<file path="src/rtl/mem_pkg.sv">
// Shared definitions for the load/store unit:
// size codes, FSM states and byte-count helper.
package mem_pkg;

    localparam logic [2:0] SZ_W  = 3'b000;
    localparam logic [2:0] SZ_B  = 3'b001;
    localparam logic [2:0] SZ_H  = 3'b010;
    localparam logic [2:0] SZ_BU = 3'b101;
    localparam logic [2:0] SZ_HU = 3'b110;

    typedef enum logic [1:0] {
        ST_IDLE,
        ST_SINGLE,
        ST_SPLIT,
        ST_RESP
    } state_t;

    // Bytes touched by a size code; 0 marks an unusable code
    function automatic logic [2:0] size_bytes(input logic [2:0] sz);
        logic [2:0] n;
        case (sz[1:0])
            2'b00:   n = 3'd4;
            2'b01:   n = 3'd1;
            2'b10:   n = 3'd2;
            default: n = 3'd0;
        endcase
        return n;
    endfunction

    // Stores have no unsigned variants
    function automatic logic size_legal(
        input logic       we,
        input logic [2:0] sz
    );
        logic ok;
        if (we)
            ok = (sz == SZ_W) || (sz == SZ_B) || (sz == SZ_H);
        else
            ok = (sz == SZ_W) || (sz == SZ_B) || (sz == SZ_H) ||
                 (sz == SZ_BU) || (sz == SZ_HU);
        return ok;
    endfunction

endpackage

</file>
<file path="src/rtl/lsu_extend.sv">
// Sign/zero extension of load data by size code.
// Used for both aligned and byte-assembled loads.
module lsu_extend
    import mem_pkg::*;
(
    input  logic [31:0] i_data,
    input  logic [2:0]  i_size,
    output logic [31:0] o_data
);

    // Pick extension from the size code
    always_comb begin
        o_data = i_data;
        case (i_size)
            SZ_B:    o_data = {{24{i_data[7]}}, i_data[7:0]};
            SZ_BU:   o_data = {24'b0, i_data[7:0]};
            SZ_H:    o_data = {{16{i_data[15]}}, i_data[15:0]};
            SZ_HU:   o_data = {16'b0, i_data[15:0]};
            default: o_data = i_data;
        endcase
    end

endmodule

</file>
<file path="src/rtl/lsu_mem_master.sv">
// Load/store unit driving the data RAM port.
// Misaligned accesses are split into byte beats.
module lsu_mem_master
    import mem_pkg::*;
#(
    parameter int MEM_DEPTH = 256,
    parameter bit SPLIT_EN  = 1'b1
) (
    input  logic        clk,
    input  logic        reset,
    input  logic        req_valid,
    output logic        req_ready,
    input  logic        req_we,
    input  logic [2:0]  req_size,
    input  logic [31:0] req_addr,
    input  logic [31:0] req_wdata,
    output logic        resp_valid,
    output logic        resp_err,
    output logic [31:0] resp_rdata,
    output logic        ram_we,
    output logic [31:0] ram_addr,
    output logic [31:0] ram_wData,
    output logic [2:0]  ram_ramControl,
    input  logic [31:0] ram_rData
);

    localparam logic [32:0] LIMIT = 33'(4 * MEM_DEPTH);

    state_t      r_state;
    state_t      w_next;
    logic        r_we;
    logic [2:0]  r_size;
    logic [31:0] r_addr;
    logic [31:0] r_wdata;
    logic [31:0] r_asm;
    logic [1:0]  r_k;
    logic        r_err;
    logic [31:0] r_rdata;

    logic        w_accept;
    logic [2:0]  w_bytes;
    logic [32:0] w_end;
    logic        w_oor;
    logic        w_mis;
    logic        w_err;
    logic [1:0]  w_last_k;
    logic        w_beat_last;
    logic [31:0] w_asm_next;
    logic [31:0] w_ext;
    logic [7:0]  w_wbyte;

    assign w_accept = req_valid && (r_state == ST_IDLE);
    assign w_bytes  = size_bytes(req_size);
    // 33-bit sum so a wrap past 2^32 reads as out of range
    assign w_end    = {1'b0, req_addr} + {30'b0, w_bytes} - 33'd1;
    assign w_oor    = (w_end >= LIMIT);
    assign w_mis    = ((req_size[1:0] == 2'b10) && req_addr[0]) ||
                      ((req_size == SZ_W) && (req_addr[1:0] != 2'b00));
    assign w_err    = !size_legal(req_we, req_size) || w_oor ||
                      (w_mis && !SPLIT_EN);

    assign w_last_k    = (r_size[1:0] == 2'b00) ? 2'd3 : 2'd1;
    assign w_beat_last = (r_k == w_last_k);
    assign w_wbyte     = r_wdata[{r_k, 3'b000} +: 8];

    // Next assembly value: whole word on a single beat, one byte per split beat
    always_comb begin
        w_asm_next = r_asm;
        if (r_state == ST_SINGLE)
            w_asm_next = ram_rData;
        else if (r_state == ST_SPLIT)
            w_asm_next[{r_k, 3'b000} +: 8] = ram_rData[7:0];
    end

    lsu_extend u_ext (
        .i_data (w_asm_next),
        .i_size (r_size),
        .o_data (w_ext)
    );

    // State register
    always_ff @(posedge clk or posedge reset) begin
        if (reset)
            r_state <= ST_IDLE;
        else
            r_state <= w_next;
    end

    // Next-state decode
    always_comb begin
        w_next = r_state;
        unique case (r_state)
            ST_IDLE: begin
                if (w_accept) begin
                    if (w_err)
                        w_next = ST_RESP;
                    else if (w_mis)
                        w_next = ST_SPLIT;
                    else
                        w_next = ST_SINGLE;
                end
            end
            ST_SINGLE: w_next = ST_RESP;
            ST_SPLIT: begin
                if (w_beat_last)
                    w_next = ST_RESP;
            end
            ST_RESP:   w_next = ST_IDLE;
            default:   w_next = ST_IDLE;
        endcase
    end

    // Output decode from state and latched request
    always_comb begin
        req_ready      = 1'b0;
        resp_valid     = 1'b0;
        resp_err       = 1'b0;
        resp_rdata     = 32'd0;
        ram_we         = 1'b0;
        ram_addr       = r_addr;
        ram_wData      = 32'd0;
        ram_ramControl = 3'b000;
        unique case (r_state)
            ST_IDLE: req_ready = 1'b1;
            ST_SINGLE: begin
                ram_we         = r_we;
                ram_wData      = r_wdata;
                ram_ramControl = r_size;
            end
            ST_SPLIT: begin
                ram_addr       = r_addr + {30'b0, r_k};
                ram_we         = r_we;
                ram_ramControl = r_we ? SZ_B : SZ_BU;
                ram_wData      = r_we ? {24'b0, w_wbyte} : 32'd0;
            end
            ST_RESP: begin
                resp_valid = 1'b1;
                resp_err   = r_err;
                resp_rdata = r_rdata;
            end
            default: req_ready = 1'b0;
        endcase
    end

    // Request latch, beat counter and load assembly
    always_ff @(posedge clk or posedge reset) begin
        if (reset) begin
            r_we    <= 1'b0;
            r_size  <= 3'b000;
            r_addr  <= 32'd0;
            r_wdata <= 32'd0;
            r_asm   <= 32'd0;
            r_k     <= 2'd0;
            r_err   <= 1'b0;
            r_rdata <= 32'd0;
        end else begin
            unique case (r_state)
                ST_IDLE: begin
                    if (w_accept) begin
                        r_we    <= req_we;
                        r_size  <= req_size;
                        r_addr  <= req_addr;
                        r_wdata <= req_wdata;
                        r_asm   <= 32'd0;
                        r_k     <= 2'd0;
                        r_err   <= w_err;
                        r_rdata <= 32'd0;
                    end
                end
                ST_SINGLE: begin
                    r_asm   <= w_asm_next;
                    r_rdata <= r_we ? 32'd0 : w_ext;
                end
                ST_SPLIT: begin
                    r_asm <= w_asm_next;
                    r_k   <= r_k + 2'd1;
                    if (w_beat_last)
                        r_rdata <= r_we ? 32'd0 : w_ext;
                end
                default: r_k <= r_k;
            endcase
        end
    end

endmodule

</file>
<file path="config.mk">
export PLATFORM = sky130hd
export DESIGN_NAME = lsu_mem_master
export DESIGN_NICKNAME = d
export VERILOG_FILES = /design/src/rtl/mem_pkg.sv /design/src/rtl/lsu_extend.sv /design/src/rtl/lsu_mem_master.sv
export SDC_FILE = /design/constraint.sdc
export NUM_CORES = 1
export LEC_CHECK = 0
export ABC_AREA = 0
export BUFFER_PORTS_ARGS = -buffer_cell sky130_fd_sc_hd__buf_2
export CAP_MARGIN = 40
export CORE_MARGIN = 3
export CORE_UTILIZATION = 50
export CTS_CLUSTER_DIAMETER = 60
export DETAILED_ROUTE_END_ITERATION = 16
export PLACE_DENSITY = 0.77
export SLEW_MARGIN = 20
export SYNTH_ARGS = -nofsm -noshare
export SYNTH_HDL_FRONTEND = slang
export SYNTH_SLANG_ARGS = --single-unit
</file>
<file path="constraint.sdc">
create_clock -name clk -period 3.9 [get_ports clk]
set_input_delay 0.195 -clock clk [delete_from_list [all_inputs] [get_ports clk]]
set_output_delay 0.195 -clock clk [all_outputs]
set_load 0.005 [all_outputs]
</file>
### Word-level counts from Yosys, hierarchy flattened

Cells that the tools add are included.

* register bits: 137
* output and inout bits: 103
* word-level logic and storage cells: 86
* bits of input ports: 103

* reductions and logical operators: 24
* equal/unequal tests: 16
* add/sub/neg operators: 5
* muxes and demuxes: 28
* shifts and indexed selects: 3
* $lt $le $gt $ge: 1

Operators by type and width (count)
* $mux 32: 6
* $pmux 32 s2: 2
* $pmux 32 s4: 1
* $pmux 32 s3: 1
* $add 32x3->33: 1
* $ge 33x11->1 const B: 1
* $sub 33x1->33 const B: 1
* $add 32x2->32: 1
* $bwmux 32: 1
* $shift 8x7->32 const A: 1
* $shiftx 32x6->8: 1
* $shiftx 8x7->32: 1
* $eq 3x3->1 const B: 4
* $mux 2: 6
* $pmux 3 s3: 1
* $mux 8: 1
* $pmux 2 s4: 1
* $reduce_and 2->1: 4
* $neg 5->7: 1
* $eq 2x2->1 const B: 3
* $eq 3x1->1 const B: 2
* $eq 3x2->1 const B: 2
* $logic_not 2->1: 3
* $logic_or 1x1->1: 6
* other kinds (15): 25

### Logic depth before layout (Yosys ltp)

* depth after elaboration: 11
* mapped depth: 17
* mapped depth without buffers: 17

### Hierarchy

Synthesis repeated with hierarchy kept, for this count alone.

* cells, all modules: 1092
* area, all modules: 9434.0 sq um

Modules (own cells, without submodules)
* lsu_mem_master: sequential area each 3428.3 sq um, cells each 1027, times used 1, area an instance 9047.4 sq um
* lsu_extend: sequential area each 0.0 sq um, cells each 65, times used 1, area an instance 386.6 sq um

### Worst setup path before layout

Ideal clock, no wire load.

* path kind: input -> register
* start point: input port req_size[1]
* end point: register r_state[1]
* required time: 3.765 ns
* path buffers: 0
* cell stages on the path: 15
* data arrival time: 3.167 ns
* library setup time: 0.135 ns
* path slack: 0.598 ns
* cell sequence: nor2_1 -> inv_1 -> ha_1 -> inv_1 -> ha_1 -> a211oi_1 -> o211a_1 -> or2_1 -> a2111oi_4 -> nor3_1 -> o311a_1 -> a211oi_1 -> nand4_1 -> a2111oi_2 -> o22ai_1

* longest elaborated chain between the ends: 11
* elaborated cells between the ends (all ways): 26
* classes of those cells: add/sub (2); order compare (1); eq/ne (6); mux (6); reduce/logical (11)

Ends and longest elaborated chain
* start: declaration: RTL line lsu_mem_master.sv:14 `input logic [2:0] req_size,`
* parallel branches: the longest is 8 deep, another holds $add 32x3->33
* $mux 2 *: RTL line lsu_mem_master.sv:95 `if (w_err)`
* $mux 2 *: RTL line lsu_mem_master.sv:94 `if (w_accept) begin`
* $pmux 2 s4 *: RTL line lsu_mem_master.sv:92 `unique case (r_state)`
* end signal: assignment: RTL line lsu_mem_master.sv:86 `r_state <= w_next;`
* end: declaration: RTL line lsu_mem_master.sv:29 `state_t r_state;`

Mark *: on every way between the ends. The select of a mux whose other input is x is not followed.
A chain may end at the register's enable or synchronous reset.

### Worst setup path in the final report

* start point: register r_k[1]
* end point: output port ram_addr[31]

* longest elaborated chain between the ends: 2

Ends and longest elaborated chain
* start: declaration: RTL line lsu_mem_master.sv:36 `logic [1:0] r_k;`
* start signal: assignment: RTL line lsu_mem_master.sv:176 `r_k <= r_k + 2'd1;`
* start signal: assignment: RTL line lsu_mem_master.sv:180 `default: r_k <= r_k;`
* $add 32x2->32: RTL line lsu_mem_master.sv:131 `ram_addr = r_addr + {30'b0, r_k};`
* $mux 32: RTL line lsu_mem_master.sv:123 `unique case (r_state)`
* end: declaration: RTL line lsu_mem_master.sv:21 `output logic [31:0] ram_addr,`

No other way between the ends.

==> reports/summary.txt <==
Row count - 49
Pin count of the biggest net entering global routing - 91
Yosys warning count - 0
DR pass1 iterations - 5
Detailed Place HPWL - 19500 µm
CTS Buf Count - 17
Via count - 8627
Worst Setup Path Type - register to output port
Port bufs - 205
Clock Latency Late Sink - 0.42 ns
DRT iter0 DRCs - 708
Critical path required time - 3.70 ns
I/O Pins - 206
Vias in the first global route - 8293
Non-Filler Instances - 1492
Placed cell count - 1444
CP arrival - 3.33 ns
DIE AREA - 20300 µm²
P_int - 4840 µW
Max Transition Viols Final - 0
Mapped Area - 9290 µm²
Sw Ratio - 41.0%
Net Switching - 3370 µW
Final Net Count - 1403
Largest family of logic cells by synthesized area - compound AO/OA/AOI/OAI gates
DR WL/cell - 17.6 µm
CTS Sinks - 137
Grt ovf - 0
Post-synthesis sequential area ratio - 36.9%
Adder-Cell Fraction of Synth Area - 7.03%
Placed inst area - 10600 µm²
Asr flop ratio synth - 100%
DP Worst Slack - -0.0148 ns
Critical Path Sink Type - output port
Yosys reg bits - 137
Core outline area - 18100 µm²
Startpoint type of the worst setup path - register
Final Instance Area - 11400 µm²
Commonest non-fill, non-tap cell in the layout - buf_2
Synthesized instance count - 1046
ANT nets after route - 0
DIE HEIGHT - 142 µm
First-pass GRT wire length - 41600 µm
Drt drc - 0
CTS tree - done
Clk buf depth - 2
Max-cap viol count - 0
Pwr dens - 722 nW/µm²
RSZ-0062 raised after global routing - no
Outcome - finished, final reports clean
GR Util All Layers - 25.3%
Setup-failing EPs final - 0
Yosys cell types - 64
Compound-cell area share of the yosys netlist - 22.0%
Syn avg cell area - 8.89 µm²
Root buf cell - clkbuf_16
Minimum clock period - 3.53 ns
Htree depth - 4
Comb pwr share - 48.2%
Cell leakage power - 0.00565 µW
Worst hold margin - 0.0119 ns
Max-slew headroom - 44.3%
Worst-margin pin slew - 0.824 ns
Mux contribution to synthesized area - 6.73%
Primary FF master, synth - dfrtp_1
Clk_skew - 0.0128 ns
Sequential cell fraction of total power - 31.1%
Total Wirelength - 26200 µm
Share of cells above drive strength 1 - 24.7%
Via density per instance - 5.78
Worst-path clk slew - 0.06 ns
Most frequent cells in the layout - buf_2 (206), dfrtp_1 (137), nand2_1 (112), o21ai_0 (87), a21oi_1 (77)
Worst setup slack after layout - 0.370 ns
Total power - 8210 µW
Hold Vio Cnt, Final - 0
Hold Crit Class - primary input to register
Routability cong. - 0.901
Post-Synth Simple-Gate Area - 19.4%
Initial antenna violation count - 0
Synth Net Count - 1200
Initial core utilization - 51.4%
Die W - 142 µm
XOR/XNOR Fraction of Synth Area - 3.20%
Final Cycle Share - 90.5%
Crit Path Max Fanout - 13
Layout area overhead - 22.3%
Max Clock Freq - 0.283 GHz
Worst VDD drop - 0.534 mV
EDFF count, synth - 0
Clock power share - 20.7%
[final cells by class]
| class | count | area (µm²) |
|---|---|---|
| flip-flops and latches | 137 | 3430 |
| well taps | 229 | 287 |
| multi-input cells | 794 | 5460 |
| clock inverters | 15 | 188 |
| clock buffers | 17 | 425 |
| repair buffers | 237 | 1340 |
| diodes | 1 | 2.50 |
| inverters | 62 | 238 |
| fillers | 1522 | 6720 |
[worst max-delay path, stage by stage (launching register included)]
cell and delay, ns:
dfrtp_1 0.37, buf_4 0.21, ha_1 0.29, a21oi_1 0.06, nor2_1 0.23, nand4_1 0.23
nor2_1 0.28, nand2_1 0.16, nor2_1 0.34, nand3_1 0.23, nor2_1 0.17, xor2_1 0.21
buf_2 0.15
[final timing paths]
check,from,end,slack (ns),cells past startpoint
min,req_wdata[27],r_wdata[27],0.01,2
min reg2reg,r_asm[29],r_asm[29],0.47,2
max reg2reg,r_k[0],r_rdata[29],0.85,11
max in group asynchronous,reset,r_wdata[9],3.06,4
max,r_k[1],ram_addr[31],0.37,12
min in group asynchronous,reset,r_addr[7],0.22,3
[through the flow]
step	utilization (%)	TNS, ns
global placement	58.3	0
detailed placement	58.5	-0.0148
global route	62.8	0
CTS	62.5	0
finish	62.9	0
floorplan	-	0
[cell families after synthesis]
logic type,Yosys count
flip-flops,137
AO/OA/AOI/OAI,309
XOR/XNOR,34
AND/OR/NAND/NOR,352
buffers and inverters,115
multiplexers,48
adder cells (fa/ha/maj),51
[registers in the layout, summed over array words and instances (netlist names)]
register  count
r_addr       32
r_asm        32
r_rdata      32
r_wdata      32
r_size        3
r_k           2
r_state       2
r_err         1
r_we          1
[repair_timing]
action                                 4_1_cts  5_1_grt
resized for setup                            0        1
setup endpoints to repair                    0        1
buffers inserted                             0        0
hold buffers                                11        3
endpoints found under the hold margin       98        3
[layer usage]
layer	wire [µm]	track usage, %	vias up
met4	683	7.40	0
met5	0	0	-
met3	1450	4.17	56
li1	-	-	4119
met2	12700	42.7	314
met1	11400	33.9	4138
[synthesized netlist by cell type (12+ instances only)]
library cell | instances | area, µm²
nor2_1 | 45 | 169
xor2_1 | 17 | 149
a21oi_1 | 77 | 385
xnor2_1 | 17 | 149
clkbuf_1 | 43 | 161
inv_1 | 62 | 233
and2_1 | 66 | 413
and3_1 | 12 | 75.1
ha_1 | 49 | 613
a22o_1 | 56 | 490
nand3_1 | 17 | 85.1
dfrtp_1 | 137 | 3430
nand2b_1 | 25 | 156
nand2_1 | 113 | 424
o21ai_0 | 87 | 435
nor2b_1 | 28 | 175
mux2_2 | 36 | 405
[power by group through the flow]
| stage | sequential, µW | combinational, µW | clock [µW] |
|---|---|---|---|
| floorplan | 2410 | 2720 | 0 |
| global placement | 2530 | 3810 | 0 |
| detailed placement | 2560 | 3900 | 0 |
| CTS | 2540 | 3940 | 1710 |
| global route | 2630 | 4370 | 1790 |
| finish | 2560 | 3960 | 1700 |
Power figures use the tool's default switching activity.
